<file path="src/rtl/note_row_fetch_if.sv">
// Signal bundle between note_row_fetch and its neighbours: offset generator,
// note ROM and lane renderer. The fetch block is the slave side.
interface note_row_fetch_if #(
    parameter int ADDR_W = 10
);
    logic              enable;
    logic              map;
    logic              gen_en;
    logic [7:0]        gen_data;
    logic [ADDR_W-1:0] song_base;
    logic              rom_rd;
    logic [ADDR_W-1:0] rom_addr;
    logic [7:0]        rom_q;
    logic              row_valid;
    logic              row_ready;
    logic [3:0]        row_lanes;
    logic [3:0]        row_hold;
    logic              seg_done;
    logic [7:0]        beat_miss;

    modport slave (
        input  enable, gen_en, gen_data, song_base, rom_q, row_ready,
        output map, rom_rd, rom_addr, row_valid, row_lanes, row_hold,
        seg_done, beat_miss
    );

    modport master (
        output enable, gen_en, gen_data, song_base, rom_q, row_ready,
        input  map, rom_rd, rom_addr, row_valid, row_lanes, row_hold,
        seg_done, beat_miss
    );
endinterface

</file>
<file path="src/rtl/note_row_fetch.sv">
// Beat-paced fetch of note rows: advance the offset generator, read one ROM
// byte at song_base + offset, and queue it in a small fall-through FIFO.
module note_row_fetch #(
    parameter int BEAT_DIV   = 25_000_000,
    parameter int ADDR_W     = 10,
    parameter int FIFO_DEPTH = 4
) (
    input  logic            clk,
    input  logic            resetn,
    note_row_fetch_if.slave bus
);
    localparam int CNT_W = (BEAT_DIV > 1) ? $clog2(BEAT_DIV) : 1;
    localparam int AW    = (FIFO_DEPTH > 1) ? $clog2(FIFO_DEPTH) : 1;
    localparam logic [CNT_W-1:0] CNT_LAST      = CNT_W'(BEAT_DIV - 1);
    localparam logic [AW:0]      FIFO_FULL_CNT = (AW + 1)'(FIFO_DEPTH);

    typedef enum logic [1:0] {
        S_IDLE,
        S_ADVANCE,
        S_READ,
        S_CAPTURE
    } state_t;

    state_t            state_reg;
    logic              map_reg;
    logic              rom_rd_reg;
    logic              seg_done_reg;

    logic [CNT_W-1:0]  beat_cnt_reg;
    logic              beat_pending_reg;
    logic [7:0]        beat_miss_reg;

    logic [7:0]        fifo_mem [FIFO_DEPTH];
    logic [AW-1:0]     wr_ptr_reg;
    logic [AW-1:0]     rd_ptr_reg;
    logic [AW:0]       count_reg;

    logic              beat_tc;
    logic              fifo_full;
    logic              fetch_start;
    logic              push;
    logic              pop;
    logic              row_valid;
    logic [7:0]        head_row;
    logic [ADDR_W-1:0] rom_addr_next;

    assign beat_tc     = bus.enable && (beat_cnt_reg == CNT_LAST);
    assign fifo_full   = (count_reg == FIFO_FULL_CNT);
    assign fetch_start = (state_reg == S_IDLE) && beat_pending_reg && bus.gen_en && !fifo_full;
    assign push        = (state_reg == S_CAPTURE);
    assign row_valid   = (count_reg != '0);
    assign pop         = row_valid && bus.row_ready;
    assign head_row    = fifo_mem[rd_ptr_reg];

    // The generator steps on the edge that ends the map cycle, so the address
    // is formed from the live offset while in READ rather than registered.
    always_comb begin
        rom_addr_next = '0;
        if (state_reg == S_READ) begin
            rom_addr_next = bus.song_base + ADDR_W'(bus.gen_data);
        end
    end

    always_ff @(posedge clk or negedge resetn) begin
        if (!resetn) begin
            beat_cnt_reg     <= '0;
            beat_pending_reg <= 1'b0;
            beat_miss_reg    <= '0;
        end else if (!bus.enable) begin
            beat_cnt_reg     <= '0;
            beat_pending_reg <= 1'b0;
        end else begin
            beat_cnt_reg <= beat_tc ? '0 : beat_cnt_reg + 1'b1;
            // A fresh beat wins over the one being consumed this same cycle.
            if (beat_tc) begin
                beat_pending_reg <= 1'b1;
            end else if (fetch_start) begin
                beat_pending_reg <= 1'b0;
            end
            if (beat_tc && beat_pending_reg && !fetch_start && (beat_miss_reg != 8'd255)) begin
                beat_miss_reg <= beat_miss_reg + 8'd1;
            end
        end
    end

    always_ff @(posedge clk or negedge resetn) begin
        if (!resetn) begin
            state_reg    <= S_IDLE;
            map_reg      <= 1'b0;
            rom_rd_reg   <= 1'b0;
            seg_done_reg <= 1'b0;
        end else begin
            map_reg      <= 1'b0;
            rom_rd_reg   <= 1'b0;
            seg_done_reg <= 1'b0;
            case (state_reg)
                S_IDLE: begin
                    if (fetch_start) begin
                        state_reg <= S_ADVANCE;
                        map_reg   <= 1'b1;
                    end
                end
                S_ADVANCE: begin
                    state_reg  <= S_READ;
                    rom_rd_reg <= 1'b1;
                end
                S_READ: begin
                    state_reg    <= S_CAPTURE;
                    seg_done_reg <= (bus.gen_data == 8'd0);
                end
                S_CAPTURE: begin
                    state_reg <= S_IDLE;
                end
                default: begin
                    state_reg <= S_IDLE;
                end
            endcase
        end
    end

    // Row storage carries no reset; outputs are masked by occupancy instead.
    always_ff @(posedge clk) begin
        if (push) begin
            fifo_mem[wr_ptr_reg] <= bus.rom_q;
        end
    end

    always_ff @(posedge clk or negedge resetn) begin
        if (!resetn) begin
            wr_ptr_reg <= '0;
            rd_ptr_reg <= '0;
            count_reg  <= '0;
        end else begin
            if (push) begin
                wr_ptr_reg <= wr_ptr_reg + 1'b1;
            end
            if (pop) begin
                rd_ptr_reg <= rd_ptr_reg + 1'b1;
            end
            case ({push, pop})
                2'b10:   count_reg <= count_reg + 1'b1;
                2'b01:   count_reg <= count_reg - 1'b1;
                default: count_reg <= count_reg;
            endcase
        end
    end

    assign bus.map       = map_reg;
    assign bus.rom_rd    = rom_rd_reg;
    assign bus.rom_addr  = rom_addr_next;
    assign bus.seg_done  = seg_done_reg;
    assign bus.beat_miss = beat_miss_reg;
    assign bus.row_valid = row_valid;
    assign bus.row_lanes = row_valid ? head_row[3:0] : 4'h0;
    assign bus.row_hold  = row_valid ? head_row[7:4] : 4'h0;
endmodule

</file>
<file path="src/flat_wrapper.sv">
// flat-port wrapper written by rule: the top's interface ports become plain ports
module note_row_fetch_flat 
#(
    parameter int BEAT_DIV   = 25_000_000,
    parameter int ADDR_W     = 10,
    parameter int FIFO_DEPTH = 4
)
  (clk, resetn, bus_enable, bus_gen_en, bus_gen_data, bus_song_base, bus_rom_q, bus_row_ready, bus_map, bus_rom_rd, bus_rom_addr, bus_row_valid, bus_row_lanes, bus_row_hold, bus_seg_done, bus_beat_miss);
  note_row_fetch_if #(.ADDR_W(ADDR_W)) bus_i ();
  input  logic clk;
  input  logic resetn;
  input wire logic [$bits(bus_i.enable)-1:0] bus_enable;
  input wire logic [$bits(bus_i.gen_en)-1:0] bus_gen_en;
  input wire logic [$bits(bus_i.gen_data)-1:0] bus_gen_data;
  input wire logic [$bits(bus_i.song_base)-1:0] bus_song_base;
  input wire logic [$bits(bus_i.rom_q)-1:0] bus_rom_q;
  input wire logic [$bits(bus_i.row_ready)-1:0] bus_row_ready;
  output wire logic [$bits(bus_i.map)-1:0] bus_map;
  output wire logic [$bits(bus_i.rom_rd)-1:0] bus_rom_rd;
  output wire logic [$bits(bus_i.rom_addr)-1:0] bus_rom_addr;
  output wire logic [$bits(bus_i.row_valid)-1:0] bus_row_valid;
  output wire logic [$bits(bus_i.row_lanes)-1:0] bus_row_lanes;
  output wire logic [$bits(bus_i.row_hold)-1:0] bus_row_hold;
  output wire logic [$bits(bus_i.seg_done)-1:0] bus_seg_done;
  output wire logic [$bits(bus_i.beat_miss)-1:0] bus_beat_miss;
  assign bus_i.enable = bus_enable;
  assign bus_i.gen_en = bus_gen_en;
  assign bus_i.gen_data = bus_gen_data;
  assign bus_i.song_base = bus_song_base;
  assign bus_i.rom_q = bus_rom_q;
  assign bus_i.row_ready = bus_row_ready;
  assign bus_map = bus_i.map;
  assign bus_rom_rd = bus_i.rom_rd;
  assign bus_rom_addr = bus_i.rom_addr;
  assign bus_row_valid = bus_i.row_valid;
  assign bus_row_lanes = bus_i.row_lanes;
  assign bus_row_hold = bus_i.row_hold;
  assign bus_seg_done = bus_i.seg_done;
  assign bus_beat_miss = bus_i.beat_miss;
  note_row_fetch #(.BEAT_DIV(BEAT_DIV), .ADDR_W(ADDR_W), .FIFO_DEPTH(FIFO_DEPTH)) u_core (.clk(clk), .resetn(resetn), .bus(bus_i));
endmodule
</file>
<file path="config.mk">
export PLATFORM = sky130hd
export DESIGN_NAME = note_row_fetch_flat
export DESIGN_NICKNAME = d
export VERILOG_FILES = /design/src/rtl/note_row_fetch_if.sv /design/src/rtl/note_row_fetch.sv /design/src/flat_wrapper.sv
export SDC_FILE = /design/constraint.sdc
export NUM_CORES = 1
export LEC_CHECK = 0
export BUFFER_PORTS_ARGS = -buffer_cell sky130_fd_sc_hd__buf_2
export CAP_MARGIN = 20
export CORE_ASPECT_RATIO = 1.75
export CORE_MARGIN = 4
export CORE_UTILIZATION = 25
export DETAILED_ROUTE_END_ITERATION = 8
export GPL_TIMING_DRIVEN = 0
export SLEW_MARGIN = 0
export SYNTH_ARGS = -nofsm -noshare
export SYNTH_HDL_FRONTEND = slang
export SYNTH_SLANG_ARGS = --single-unit
export TNS_END_PERCENT = 20
</file>
<file path="constraint.sdc">
create_clock -name clk -period 2.6 [get_ports clk]
set_clock_uncertainty 0.05 [all_clocks]
set_input_delay 0.13 -clock clk [delete_from_list [all_inputs] [get_ports clk]]
set_output_delay 0.13 -clock clk [all_outputs]
set_load 0.005 [all_outputs]
</file>
==> metrics.yaml <==
run_status:
  status: "completed"
sta:
  maxSlewHeadroom_pct: 59.9
  setup_tns_ns: 0
  timing.final.crit_share_pct: 88.9
  whs_ns: 0.0622
  tightest_slew_ns: 0.597
  hold_violations: 0
  setup_viol: 0
  finalCriticalPeriod_ns: 2.31
  slew_viol_final: 0
  grt_setup_unrepaired: "false"
  fmax_mhz: 432
setup_path:
  cp-start-kind: "flop"
  critPathKind: "flop to flop"
  r2r-end: "u_core.count_reg[2]"
  reg2regPathDepth: 9
  crit_start: "u_core.count_reg[0]"
  cp_max_fo: 10
  end_kind: "flop"
  required_ns: 2.80
  r2r_start: "u_core.count_reg[0]"
  reg2reg_slack_ns: 0.29
  cp.arrival_ns: 2.51
floorplan:
  coreArea_um2: 15500
  die_y_um: 175
  rows: 60
  die-area_um2: 18100
  io_pins: 61
  initial_core_util_pct: 25.7
  die_x_um: 104
finish:
  drive_above_1_share_pct: 21.8
  area_growth_pct: 23.9
  final_cell_mix: "62 x buf_2, 46 x dfrtp_1, 37 x nor2_1"
  fin_cells: 612
  num_antenna_cells: 0
  layout.nets: 475
  nFillCells: 1574
  multi_input_area_um2: 1770
  largest_reg_flops: 32
  layout_commonest_cell: "buf_2"
  seq_area_um2: 2110
synth:
  synth_top_family_by_area: "simple AND/OR/NAND/NOR gates"
  netlist_instances: 339
  synth_compound_area_share_pct: 3.70
  syn-num-nets: 392
  synth-adder-area-share_pct: 7.27
  yosysWarnings: 0
  synth.area.mux_share_pct: 5.05
  synthFlopType: "dfrtp_1"
  synth_seq_area_share_pct: 52.9
  ys_async_sr_fraction_pct: 59.0
  ys_ff_latch: 78
  synth_xor_area_share_pct: 8.56
  avgSynthCellArea_um2: 11.8
  synthSimpleGateAreaFrac_pct: 19.8
  synth-edff-count: 32
  synth_area_um2: 3990
  synth_cell_type_count: 46
clock_tree:
  root_buffer: "clkbuf_16"
  h-tree-depth: 3
  path_clk_slew_ns: 0.06
  cts_tree: "built"
  clockBufferDepth: 2
  numCtsBuffers: 9
  insertion_delay_ns: 0.33
  cts_resized: 0
  clkSinkCount: 78
detailed_routing:
  drtPass1Iterations: 4
  wl_per_cell_um: 13.9
  drcViolationCount: 0
  wirelength_um: 8510
  vias_per_cell: 4.61
  num_vias: 2819
  drt_iter0_markers: 112
  ant_nets: 0
placement:
  gp_congestion: 0.805
  dp_cells: 585
  io_buffers: 60
  hpwl_um: 6550
power:
  power.leakage_nw: 2.10
  finalPower_mw: 3.24
  power_density_nw_per_um2: 656
  vdd_ir_drop_max_mv: 0.242
grt:
  grt_overflow: 0
  antenna_found_initial: 0
  grt_pass1_vias: 3014
  grt_pass1_wl_um: 14400
  grt_max_degree: 47
  track_usage_pct: 9.79
worst_hold_path:
  min_path_type: "input pin to flop"
  hold_depth: 3
  whs_endpoint: "u_core.bus.map"
  hp-start: "bus_gen_en"
flow_run:
  maxCapViolations: 0
[worst max-delay path by stage]
stage	to	slack, ns	depth (start not counted)
4_1_cts	u_core.count_reg[2]	0.22	9
6_report	u_core.count_reg[2]	0.29	9
5_1_grt	u_core.count_reg[2]	0.11	9
3_3_place_gp	u_core.count_reg[2]	0.30	9
2_1_floorplan	u_core.count_reg[1]	0.56	7
3_5_place_dp	u_core.count_reg[1]	0.23	7
[cell usage after synthesis, types with 6 or more instances]
| cell type | number | area [µm²] |
|---|---|---|
| edfxtp_1 | 32 | 961 |
| ha_1 | 20 | 250 |
| nand3_1 | 13 | 65.1 |
| dfrtp_1 | 46 | 1150 |
| and3_1 | 6 | 37.5 |
| xor2_1 | 17 | 149 |
| o21ai_0 | 13 | 65.1 |
| nor2_1 | 37 | 139 |
| xnor2_1 | 22 | 193 |
| inv_1 | 14 | 52.6 |
| nand4_1 | 9 | 56.3 |
| and2_1 | 17 | 106 |
| nand2_1 | 26 | 97.6 |
| mux4_2 | 8 | 180 |
[cells by family after synthesis]
family,Yosys count
AO/OA/AOI/OAI,25
adder cells (fa/ha/maj),22
AND/OR/NAND/NOR,142
XOR/XNOR,39
multiplexers,10
flip-flops,78
buffers and inverters,23
[per-layer routing]
| metal | track usage, % | part of all wire, % | up-vias |
|---|---|---|---|
| li1 | - | - | 1364 |
| met1 | 9.73 | 38 | 1384 |
| met2 | 19.0 | 57 | 54 |
| met3 | 1.70 | 2.6 | 17 |
| met4 | 5.38 | 2.9 | 0 |
| met5 | 0 | 0 | - |
[worst max-delay path, cell delays in order, from the launching register on]
cell and delay [ns]:
dfrtp_1 0.40, or3_1 0.13, clkbuf_1 0.32, and2_1 0.25, ha_1 0.22, inv_1 0.07, fa_1 0.38, xor2_1 0.15
nor2_1 0.12, xor2_1 0.15
[layout make-up]
type / count / area share, %
Buffer: 9 / 1.11
Clock buffer: 12 / 4.98
Clock inverter: 3 / 0.885
Inverter: 14 / 1.06
Multi-Input combinational cell: 238 / 35.8
Sequential cell: 78 / 42.7
Tap cell: 186 / 4.71
Timing Repair Buffer: 72 / 8.70
[metrics by stage]
step | util [%] | area (µm²) | worst slack, ns
floorplan | - | 3990 | 0.556
global placement | 29.1 | 4530 | 0.300
detailed placement | 29.1 | 4530 | 0.232
CTS | 31.7 | 4930 | 0.219
global route | 31.8 | 4950 | 0.109
finish | 31.8 | 4950 | 0.288
[what timing repair did]
item,in CTS,in global routing
endpoints found under the setup margin,0,0
hold buffers,11,0
hold endpoints to repair,79,0
setup buffers,0,0
[report_power, final]
group          internal (mW)  total, mW  leakage, nW  switching, mW
clock                  0.766       1.22        0.143          0.455
sequential              1.33       1.36        0.917         0.0327
combinational          0.342      0.659         1.04          0.317
(Power assumes the default switching activity.)
